**src/rtl/wbuf_recv.sv**
```systemverilog
// Weight-buffer receiver: captures X SRAM read data one cycle after each WBUF_EN strobe
// into a double-buffered slot array and presents the active bank to the MAC array.
module wbuf_recv #(
  parameter int unsigned DATA_W = 32,
  parameter int unsigned NSLOT  = 16
) (
  input  logic                    CLK,
  input  logic                    RST,
  input  logic                    WBUF_EN,
  input  logic [5:0]              WBUF_EN_CTRL,
  input  logic                    WBUF_ALL_EN,
  input  logic                    WBUF_PURGE,
  input  logic                    WBUF_SWITCH,
  input  logic [DATA_W-1:0]       DX,
  output logic [NSLOT*DATA_W-1:0] WOUT,
  output logic [NSLOT-1:0]        WVALID,
  output logic [6:0]              FILL_CNT,
  output logic                    FILL_FULL,
  output logic                    BANK,
  output logic                    CTRL_ERR
);

  logic [DATA_W-1:0]      data_q [2][NSLOT];
  logic [1:0][NSLOT-1:0]  valid_q, valid_d;
  logic                   bank_q, bank_d;
  logic                   pend_q, pend_d;
  logic [5:0]             pidx_q, pidx_d;
  logic                   pall_q, pall_d;
  logic                   pbank_q, pbank_d;
  logic                   ctrl_err_q, ctrl_err_d;
  logic [6:0]             fill_cnt_q, fill_cnt_d;
  logic [NSLOT-1:0]       wr_mask;
  logic                   pidx_in_range;

  assign pidx_in_range = ({1'b0, pidx_q} < 7'(NSLOT));

  always_comb begin
    valid_d    = valid_q;
    bank_d     = bank_q;
    ctrl_err_d = ctrl_err_q;
    pend_d     = 1'b0;
    pidx_d     = pidx_q;
    pall_d     = pall_q;
    pbank_d    = pbank_q;
    wr_mask    = '0;
    if (WBUF_PURGE) begin
      // Purge also drops the in-flight write and any strobe issued this cycle.
      valid_d[~bank_q] = '0;
      ctrl_err_d       = 1'b0;
    end else begin
      if (WBUF_SWITCH) begin
        bank_d          = ~bank_q;
        valid_d[bank_q] = '0;
      end
      // Write is applied after the switch clear so an in-flight word always lands.
      if (pend_q) begin
        if (pall_q) begin
          wr_mask = '1;
        end else if (pidx_in_range) begin
          for (int unsigned i = 0; i < NSLOT; i++) begin
            if (pidx_q == 6'(i)) wr_mask[i] = 1'b1;
          end
        end else begin
          ctrl_err_d = 1'b1;
        end
        valid_d[pbank_q] = valid_d[pbank_q] | wr_mask;
      end
      if (WBUF_EN) begin
        pend_d  = 1'b1;
        pidx_d  = WBUF_EN_CTRL;
        pall_d  = WBUF_ALL_EN;
        pbank_d = ~bank_q;
      end
    end
  end

  always_comb begin
    fill_cnt_d = '0;
    for (int unsigned i = 0; i < NSLOT; i++) begin
      fill_cnt_d = fill_cnt_d + 7'(valid_d[~bank_d][i]);
    end
  end

  always_ff @(posedge CLK) begin
    if (RST) begin
      valid_q    <= '0;
      bank_q     <= 1'b0;
      pend_q     <= 1'b0;
      pidx_q     <= '0;
      pall_q     <= 1'b0;
      pbank_q    <= 1'b0;
      ctrl_err_q <= 1'b0;
      fill_cnt_q <= '0;
    end else begin
      valid_q    <= valid_d;
      bank_q     <= bank_d;
      pend_q     <= pend_d;
      pidx_q     <= pidx_d;
      pall_q     <= pall_d;
      pbank_q    <= pbank_d;
      ctrl_err_q <= ctrl_err_d;
      fill_cnt_q <= fill_cnt_d;
    end
  end

  // Data registers carry no reset; stale contents are hidden by the valid mask.
  always_ff @(posedge CLK) begin
    if (!RST) begin
      for (int unsigned i = 0; i < NSLOT; i++) begin
        if (wr_mask[i]) data_q[pbank_q][i] <= DX;
      end
    end
  end

  always_comb begin
    WOUT = '0;
    for (int unsigned i = 0; i < NSLOT; i++) begin
      WOUT[i*DATA_W +: DATA_W] = valid_q[bank_q][i] ? data_q[bank_q][i] : '0;
    end
  end

  assign WVALID    = valid_q[bank_q];
  assign FILL_CNT  = fill_cnt_q;
  assign FILL_FULL = (fill_cnt_q == 7'(NSLOT));
  assign BANK      = bank_q;
  assign CTRL_ERR  = ctrl_err_q;

endmodule

```
**config.mk**
```make
export PLATFORM = sky130hd
export DESIGN_NAME = wbuf_recv
export DESIGN_NICKNAME = d
export VERILOG_FILES = /design/src/rtl/wbuf_recv.sv
export SDC_FILE = /design/constraint.sdc
export NUM_CORES = 1
export LEC_CHECK = 0
export CAP_MARGIN = 20
export CORE_MARGIN = 3
export CORE_UTILIZATION = 47
export CTS_CLUSTER_DIAMETER = 120
export DETAILED_ROUTE_END_ITERATION = 8
export PLACE_DENSITY_LB_ADDON = 0.2
export SLEW_MARGIN = 20
export SYNTH_ARGS = -nofsm -noshare
export SYNTH_HDL_FRONTEND = slang
export SYNTH_SLANG_ARGS = --single-unit
```
**constraint.sdc**
```tcl
create_clock -name CLK -period 4.14 [get_ports CLK]
set_input_delay 0.621 -clock CLK [delete_from_list [all_inputs] [get_ports CLK]]
set_output_delay 0.621 -clock CLK [all_outputs]
set_load 0.005 [all_outputs]
```
==> results of run 1 <==
## layer usage
| layer | vias up | part of all wire | GRT usage |
|---|---|---|---|
| li1 | 10900 | - | - |
| met1 | 12200 | 0.39 | 0.315 |
| met2 | 929 | 0.51 | 0.421 |
| met3 | 167 | 0.079 | 0.0535 |
| met4 | 8 | 0.027 | 0.0713 |
| met5 | - | 0.00040 | 0 |
## sequential cells by signal, summed over array words and instances, names as in the netlist
name,cells
pbank_q,1
valid_q,32
pall_q,1
BANK,1
pidx_q,6
FILL_CNT,5
data_q,1024
pend_q,1
CTRL_ERR,1
## final cells by class
cell class	instances	area (um2)
Fill cell	6494	34200
Sequential cell	1072	31700
Multi-Input combinational cell	1303	9660
Timing Repair Buffer	742	7110
Clock buffer	132	2850
Tap cell	1155	1450
Clock inverter	59	607
Inverter	29	109
Antenna cell	9	22.5
## power breakdown
group	switching, W	total (W)	leakage, nW	internal, W
combinational	0.00118	0.00211	6.15	0.000926
clock	0.00399	0.00944	1.68	0.00545
sequential	0.0000433	0.0120	9.60	0.0119
total	0.00521	0.0235	17.4	0.0183
## critical path, stage by stage, from the launching register on
cell and delay [ns]:
dfxtp_4 0.37, buf_6 0.12, and4b_2 0.29, a221oi_4 0.33, o22ai_2 0.17, fa_1 0.57
fa_1 0.44, fa_1 0.55, inv_1 0.05, fa_2 0.42, inv_2 0.08, ha_4 0.13
inv_2 0.04, fa_2 0.34, xor2_1 0.15, nor2_1 0.05
## placed cells by master, fill, tap and decap left out, types with 4 or more instances in the layout
| cell | n |
|---|---|
| edfxtp_1 | 1024 |
| clkdlybuf4s50_1 | 545 |
| nor2_1 | 537 |
| mux2i_1 | 513 |
| buf_4 | 136 |
| clkbuf_16 | 110 |
| dfxtp_1 | 39 |
| a21oi_1 | 35 |
| buf_2 | 33 |
| a211oi_1 | 26 |
| nor2b_1 | 21 |
| clkbuf_1 | 21 |
| clkinv_2 | 20 |
| inv_2 | 19 |
| clkinv_1 | 18 |
| nor2_4 | 17 |
| a221oi_2 | 16 |
| nor2_2 | 15 |
| nand2_1 | 14 |
| buf_12 | 12 |
| a21oi_2 | 11 |
| a221oi_4 | 11 |
| buf_6 | 10 |
| diode_2 | 9 |
| inv_1 | 9 |
| bufinv_16 | 9 |
| a21oi_4 | 7 |
| a211oi_2 | 7 |
| fa_1 | 7 |
| o22ai_2 | 6 |
| a221oi_1 | 5 |
| o22a_1 | 5 |
| o22ai_1 | 5 |
| clkinvlp_4 | 5 |
| dfxtp_2 | 5 |
| dfxtp_4 | 4 |
| a31oi_1 | 4 |
| ha_1 | 4 |
## cell families after synthesis
group	synth area share
AND/OR/NAND/NOR	0.0616
buffers and inverters	0.0250
other	0.0000894
AO/OA/AOI/OAI	0.0284
XOR/XNOR	0.000418
multiplexers	0.122
flip-flops	0.756
adder cells (fa/ha/maj)	0.00626
## timing repair
item                                    in CTS  in global routing
pin swaps                                   21                  7
cloned                                       1                  0
buffers inserted                            16                  2
resized for setup                           54                 10
endpoints found under the hold margin        0                  0
endpoints found under the setup margin     364                 38
## final timing paths
kind / startpoint / to / slack, ns / cells past startpoint
setup / recovery: pidx_q[1] / FILL_CNT[2] / -0.08 / 15
hold / removal: RST / CTRL_ERR / 0.30 / 3
setup reg to reg: pidx_q[1] / FILL_CNT[2] / -0.08 / 15
hold reg to reg: CTRL_ERR / CTRL_ERR / 0.49 / 1
## stage by stage
step / setup TNS (ns) / hold slack, ns / power [W]
6_report: -0.237 / 0.296 / 0.0235
5_1_grt: -0.802 / 0.273 / 0.0243
4_1_cts: -0.267 / 0.255 / 0.0237
3_5_place_dp: -4.40 / 0.476 / 0.0143
3_3_place_gp: -4.35 / 0.461 / 0.0142
2_1_floorplan: -0.251 / 0.464 / 0.0131
==> load_flow_metrics.sql, run 1 <==
INSERT INTO impl_metrics (metric_group, metric, value, unit) VALUES
('die', 'start_util', '0.478', ''),
('synthesis', 'synth_most_common_cell', 'edfxtp_1', ''),
('clocking', 'cts_tree', 'yes', ''),
('synthesis', 'synth.top_cell.area_share', '0.733', ''),
('clocking', 'htree_levels', '3', ''),
('global_routing', 'grt_first_pass_wirelength', '166', 'mm'),
('synthesis', 'yosys_most_used_dff', 'edfxtp_1', ''),
('power_and_ir_drop', 'ir_drop', '0.353', 'mV'),
('die', 'floorplan.io_pins', '582', ''),
('detailed_routing', 'route.vias.total', '24200', ''),
('detailed_routing', 'wl', '116', 'mm'),
('synthesis', 'mappedNetlistArea', '42000', 'um2'),
('outcome', 'run_status', 'complete, but fails checks', ''),
('detailed_routing', 'vias_per_inst', '5.37', ''),
('global_routing', 'grt_max_degree', '65', ''),
('clocking', 'tritoncts_num_sinks', '1072', ''),
('clocking', 'clock_path_buffers', '3', ''),
('timing', 'report.final.setup_viol', '4', ''),
('critical_path', 'worst_ep_required_time', '4.65', 'ns'),
('synthesis', 'synth.yosys.warnings', '0', ''),
('layout', 'layout_cells_sized_above_1', '0.146', ''),
('timing', 'worst_slack', '-0.0829', 'ns'),
('power_and_ir_drop', 'cellPowerDensity', '439', 'nW/um2'),
('layout', 'finish.utilization', '0.610', ''),
('critical_path', 'biggest_fanout_along_the_worst_timing_path', '6', ''),
('synthesis', 'synth.area.top_cells', 'edfxtp_1, mux2i_1, nor2_1', ''),
('synthesis', 'ys_async_sr_fraction', '0', ''),
('layout', 'layout.nets', '3314', ''),
('power_and_ir_drop', 'leakage', '17.4', 'nW'),
('global_routing', 'grt_pass1_vias', '24500', ''),
('layout', 'layout.cell_area.non_filler', '53500', 'um2'),
('clocking', 'cts.clk_slew.worst_paths', '0.06', 'ns'),
('layout', 'fin_cells', '4501', ''),
('detailed_routing', 'routedWlPerCell', '25.8', 'um'),
('synthesis', 'post_synth_most_frequent_cells', 'edfxtp_1, nor2_1, mux2i_1, buf_2, dfxtp_1', ''),
('global_routing', 'grt_util_all_layers', '0.245', ''),
('clocking', 'cts_root_cell', 'clkbuf_16', ''),
('flow_run', 'maxCapViolations', '0', ''),
('timing', 'max_clock_freq', '237', 'MHz'),
('synthesis', 'ys_types', '48', ''),
('placement', 'post-place-cells', '4282', ''),
('detailed_routing', 'initialDrtViolationCount', '2242', ''),
('layout', 'areaGrowthSynthToFinish', '27.6', '%'),
('outcome', 'violations', 'setup timing', ''),
('die', 'coreArea', '87700', 'um2'),
('die', 'die_w', '305', 'um'),
('synthesis', 'synthesis.area_per_instance', '16.4', 'um2'),
('critical_path', 'worst-endpoint-arrival', '4.73', 'ns'),
('critical_path', 'worst_setup_path_end_kind', 'flop', ''),
('die', 'fp.dieArea', '92900', 'um2'),
('clocking', 'cts_made_buffers', '107', ''),
('placement', 'dp.final_hpwl', '69.9', 'mm'),
('timing', 'maxSlewHeadroom', '0.229', ''),
('clocking', 'clk-insertion-delay-late', '0.67', 'ns'),
('die', 'fp.dieH', '305', 'um'),
('placement', 'place.port_buffers', '579', ''),
('placement', 'globalplace.congestion', '0.857', ''),
('timing', 'post-route-period-util', '1.02', ''),
('detailed_routing', 'drc', '0', ''),
('critical_path', 'cp-start-kind', 'flop', ''),
('timing', 'final_hold_viol_count', '0', ''),
('synthesis', 'synthCells', '2551', ''),
('timing', 'tightest_slew', '1.16', 'ns'),
('detailed_routing', 'drt_pre_antenna_iters', '5', ''),
('timing', 'final_max_slew_viol_count', '0', ''),
('clocking', 'postCtsHoldBufs', '0', ''),
('synthesis', 'synth_edf_count', '1024', ''),
('critical_path', 'timing.setup.critical_path_class', 'flop to flop', ''),
('synthesis', 'synth_seq_cells', '1072', ''),
('synthesis', 'synth_area_leader_cell', 'edfxtp_1', ''),
('timing', 'min_period', '4.22', 'ns'),
('placement', 'detailedPlace.worstSlack', '-0.986', 'ns'),
('global_routing', 'grt_remaining_overflow', '0', ''),
('timing', 'grt_setup_unrepaired', 'true', ''),
('detailed_routing', 'drt.antenna.violating_nets', '0', ''),
('global_routing', 'grt_antenna_before_repair', '18', ''),
('synthesis', 'seq_area_frac_synth', '0.756', ''),
('timing', 'fin_skew', '0.0332', 'ns'),
('die', 'placement_rows', '108', ''),
('worst_hold_path', 'holdCritPathClass', 'primary input to flop', ''),
('placement', 'placed_area', '49600', 'um2');
(Power assumes the default switching activity.)
==> run 2: changes to the inputs <==
--- a/config.mk
+++ b/config.mk
@@ -8,6 +8,7 @@
 export CAP_MARGIN = 20
 export CORE_MARGIN = 3
 export CORE_UTILIZATION = 47
+export CTS_BUF_LIST = sky130_fd_sc_hd__clkbuf_8
 export CTS_CLUSTER_DIAMETER = 120
 export DETAILED_ROUTE_END_ITERATION = 8
 export PLACE_DENSITY_LB_ADDON = 0.2
==> load_flow_metrics.sql, run 2 (synthesis results as in run 1) <==
INSERT INTO impl_metrics (metric_group, metric, value, unit) VALUES
('layout', 'reg_top3', 'data_q (1024), valid_q (32), pidx_q (6)', ''),
('detailed_routing', 'drt.antenna.violating_nets', '0', ''),
('critical_path', 'worst-endpoint-arrival', '4.94', 'ns'),
('layout', 'layout.nets', '3368', ''),
('die', 'placement_rows', '108', ''),
('critical_path', 'rrSetupSlack', '-0.08', 'ns'),
('critical_path', 'reg2reg_from', 'BANK', ''),
('critical_path', 'worstSetupPathDepth', '16', ''),
('power_and_ir_drop', 'leakage', '17.4', 'nW'),
('timing', 'fin_skew', '0.0503', 'ns'),
('clocking', 'cts.clk_slew.worst_paths', '0.06', 'ns'),
('timing', 'post-route-period-util', '1.02', ''),
('critical_path', 'worst-r2r-cell-count', '16', ''),
('die', 'floorplan.io_pins', '582', ''),
('clocking', 'clk-insertion-delay-late', '0.80', 'ns'),
('global_routing', 'grt_antenna_before_repair', '17', ''),
('critical_path', 'timing.critical_path.buf_inv', '5', ''),
('power_and_ir_drop', 'power.switching', '0.00532', 'W'),
('timing', 'final_max_slew_viol_count', '0', ''),
('placement', 'place.port_buffers', '579', ''),
('placement', 'dp.final_hpwl', '69.9', 'mm'),
('power_and_ir_drop', 'share_seq_of_total_power', '0.543', ''),
('die', 'start_util', '0.478', ''),
('global_routing', 'grt_first_pass_wirelength', '167', 'mm'),
('clocking', 'cts_made_buffers', '168', ''),
('die', 'die_w', '305', 'um'),
('power_and_ir_drop', 'clock_power_share', '0.362', ''),
('timing', 'grt_setup_unrepaired', 'true', ''),
('critical_path', 'biggest_fanout_along_the_worst_timing_path', '8', ''),
('layout', 'layout_cells_sized_above_1', '0.153', ''),
('clocking', 'clock_path_buffers', '3', ''),
('layout', 'largest_register_ffs', '1024', ''),
('detailed_routing', 'wl', '117', 'mm'),
('power_and_ir_drop', 'combinationalPowerShare', '0.095', ''),
('detailed_routing', 'vias_per_inst', '5.32', ''),
('placement', 'detailedPlace.worstSlack', '-0.986', 'ns'),
('layout', 'areaGrowthSynthToFinish', '26.2', '%'),
('detailed_routing', 'drt_pre_antenna_iters', '5', ''),
('critical_path', 'crit-reg2reg-capture', 'FILL_CNT[3]', ''),
('global_routing', 'grt_pass1_vias', '25100', ''),
('timing', 'maxSlewHeadroom', '0.206', ''),
('critical_path', 'cp-start-kind', 'flop', ''),
('clocking', 'cts_root_cell', 'clkbuf_8', ''),
('timing', 'report.final.setup_viol', '4', ''),
('timing', 'tightest_slew', '1.19', 'ns'),
('critical_path', 'cpMaxStageDelayCell', 'fa_2', ''),
('critical_path', 'timing.setup.critical_path_class', 'flop to flop', ''),
('critical_path', 'cp_cell_sequence', 'nand2b_4 > buf_4 > a221oi_1 > o22a_1 > fa_1 > inv_1 > fa_2 > fa_1 > inv_1 > fa_2 > inv_2 > ha_4 > buf_4 > a21o_1 > a21oi_2 > mux2i_1', ''),
('die', 'coreArea', '87700', 'um2'),
('clocking', 'htree_levels', '4', ''),
('clocking', 'cts_tree', 'yes', ''),
('placement', 'post-place-cells', '4282', ''),
('timing', 'fin_worst_hold_slack', '0.216', 'ns'),
('critical_path', 'critical_path.max_stage_delay', '0.53', 'ns'),
('die', 'fp.dieH', '305', 'um'),
('critical_path', 'worst_ep_required_time', '4.86', 'ns'),
('detailed_routing', 'routedWlPerCell', '25.4', 'um'),
('outcome', 'run_status', 'complete, but fails checks', ''),
('power_and_ir_drop', 'p_int', '0.0167', 'W'),
('worst_hold_path', 'holdCritPathClass', 'primary input to flop', ''),
('power_and_ir_drop', 'ir_drop', '0.280', 'mV'),
('global_routing', 'grt_max_degree', '65', ''),
('critical_path', 'worst_setup_path_end_kind', 'flop', ''),
('detailed_routing', 'route.vias.total', '24500', ''),
('power_and_ir_drop', 'power.switching_fraction', '0.241', ''),
('critical_path', 'crit_path_start', 'BANK', ''),
('power_and_ir_drop', 'cellPowerDensity', '417', 'nW/um2'),
('layout', 'layout_commonest_cell', 'edfxtp_1', ''),
('critical_path', 'cpLargestDelayFamily', 'adder cells', ''),
('placement', 'globalplace.congestion', '0.857', ''),
('timing', 'final_hold_viol_count', '0', ''),
('critical_path', 'critical_path.endpoint', 'FILL_CNT[3]', ''),
('clocking', 'postCtsHoldBufs', '0', ''),
('layout', 'fin_cells', '4606', ''),
('detailed_routing', 'drc', '0', ''),
('layout', 'final_cell_mix', 'edfxtp_1, clkdlybuf4s50_1, nor2_1', ''),
('global_routing', 'grt_util_all_layers', '0.248', ''),
('timing', 'worst_slack', '-0.0816', 'ns'),
('global_routing', 'grt_remaining_overflow', '0', ''),
('power_and_ir_drop', 'power', '0.0220', 'W'),
('layout', 'max_flop_register', 'data_q', ''),
('outcome', 'violations', 'setup timing', ''),
('clocking', 'tritoncts_num_sinks', '1072', ''),
('flow_run', 'maxCapViolations', '0', ''),
('die', 'fp.dieArea', '92900', 'um2'),
('detailed_routing', 'initialDrtViolationCount', '2226', ''),
('timing', 'min_period', '4.22', 'ns'),
('timing', 'max_clock_freq', '237', 'MHz');
==> run 2: cell types whose count changed in the layout (fill, tap and decap cells not counted), moves of 9 or more <==
cell	before	now
bufinv_16	9	0
clkbuf_1	21	0
clkbuf_16	110	0
clkbuf_8	1	171
clkinv_1	18	47
inv_1	9	59
==> run 2: how the worst min path moves through the flow <==
| stage | startpoint | endpoint | slack (ns) | cells after the start |
|---|---|---|---|---|
| final | RST | CTRL_ERR | 0.22 | 3 |
| after global routing | RST | CTRL_ERR | 0.17 | 3 |
| after CTS | RST | CTRL_ERR | 0.14 | 3 |
| after detailed placement | CTRL_ERR | CTRL_ERR | 0.48 | 1 |
| after global placement | CTRL_ERR | CTRL_ERR | 0.46 | 1 |
| after floorplan | CTRL_ERR | CTRL_ERR | 0.46 | 1 |
==> run 2: layer usage <==
metal | routed length [um] | track usage | vias to the layer above
met2 | 58900 | 0.420 | 962
li1 | - | - | 11100
met1 | 45000 | 0.314 | 12300
met4 | 3240 | 0.0830 | 8
met5 | 47 | 0 | -
met3 | 9630 | 0.0631 | 194
==> run 2: final cells by class <==
| class | count | area, um2 |
|---|---|---|
| Sequential cell | 1072 | 31700 |
| Timing Repair Buffer | 735 | 7040 |
| Fill cell | 6586 | 34800 |
| Multi-Input combinational cell | 1303 | 9600 |
| Clock buffer | 171 | 2350 |
| Inverter | 29 | 109 |
| Tap cell | 1155 | 1450 |
| Antenna cell | 13 | 32.5 |
| Clock inverter | 128 | 624 |
==> run 2: repair_timing <==
action | CTS | global route
gates resized for setup | 45 | 6
cloned | 1 | 0
setup buffers | 9 | 2
pin swaps | 15 | 2
endpoints found under the setup margin | 431 | 51
==> run 2: metrics by stage <==
stage / util / setup TNS [ns] / area [um2]
after floorplan: - / -0.251 / 42000
after global placement: 0.565 / -4.35 / 49600
after detailed placement: 0.565 / -4.40 / 49600
after CTS: 0.603 / -0.181 / 52800
after global routing: 0.603 / -0.852 / 52900
final: 0.604 / -0.265 / 52900
==> run 2: power groups by stage <==
stage / Sequential (W) / Combinational (W) / Clock (W)
2_1_floorplan: 0.0122 / 0.000976 / 0
3_3_place_gp: 0.0122 / 0.00205 / 0
3_5_place_dp: 0.0122 / 0.00207 / 0
4_1_cts: 0.0120 / 0.00212 / 0.00817
5_1_grt: 0.0120 / 0.00223 / 0.00868
6_report: 0.0120 / 0.00209 / 0.00799
==> run 2: tightest hold or removal path: stages <==
cell and delay [ns]:
buf_2 0.10, nor2_1 0.08, o21a_1 0.12
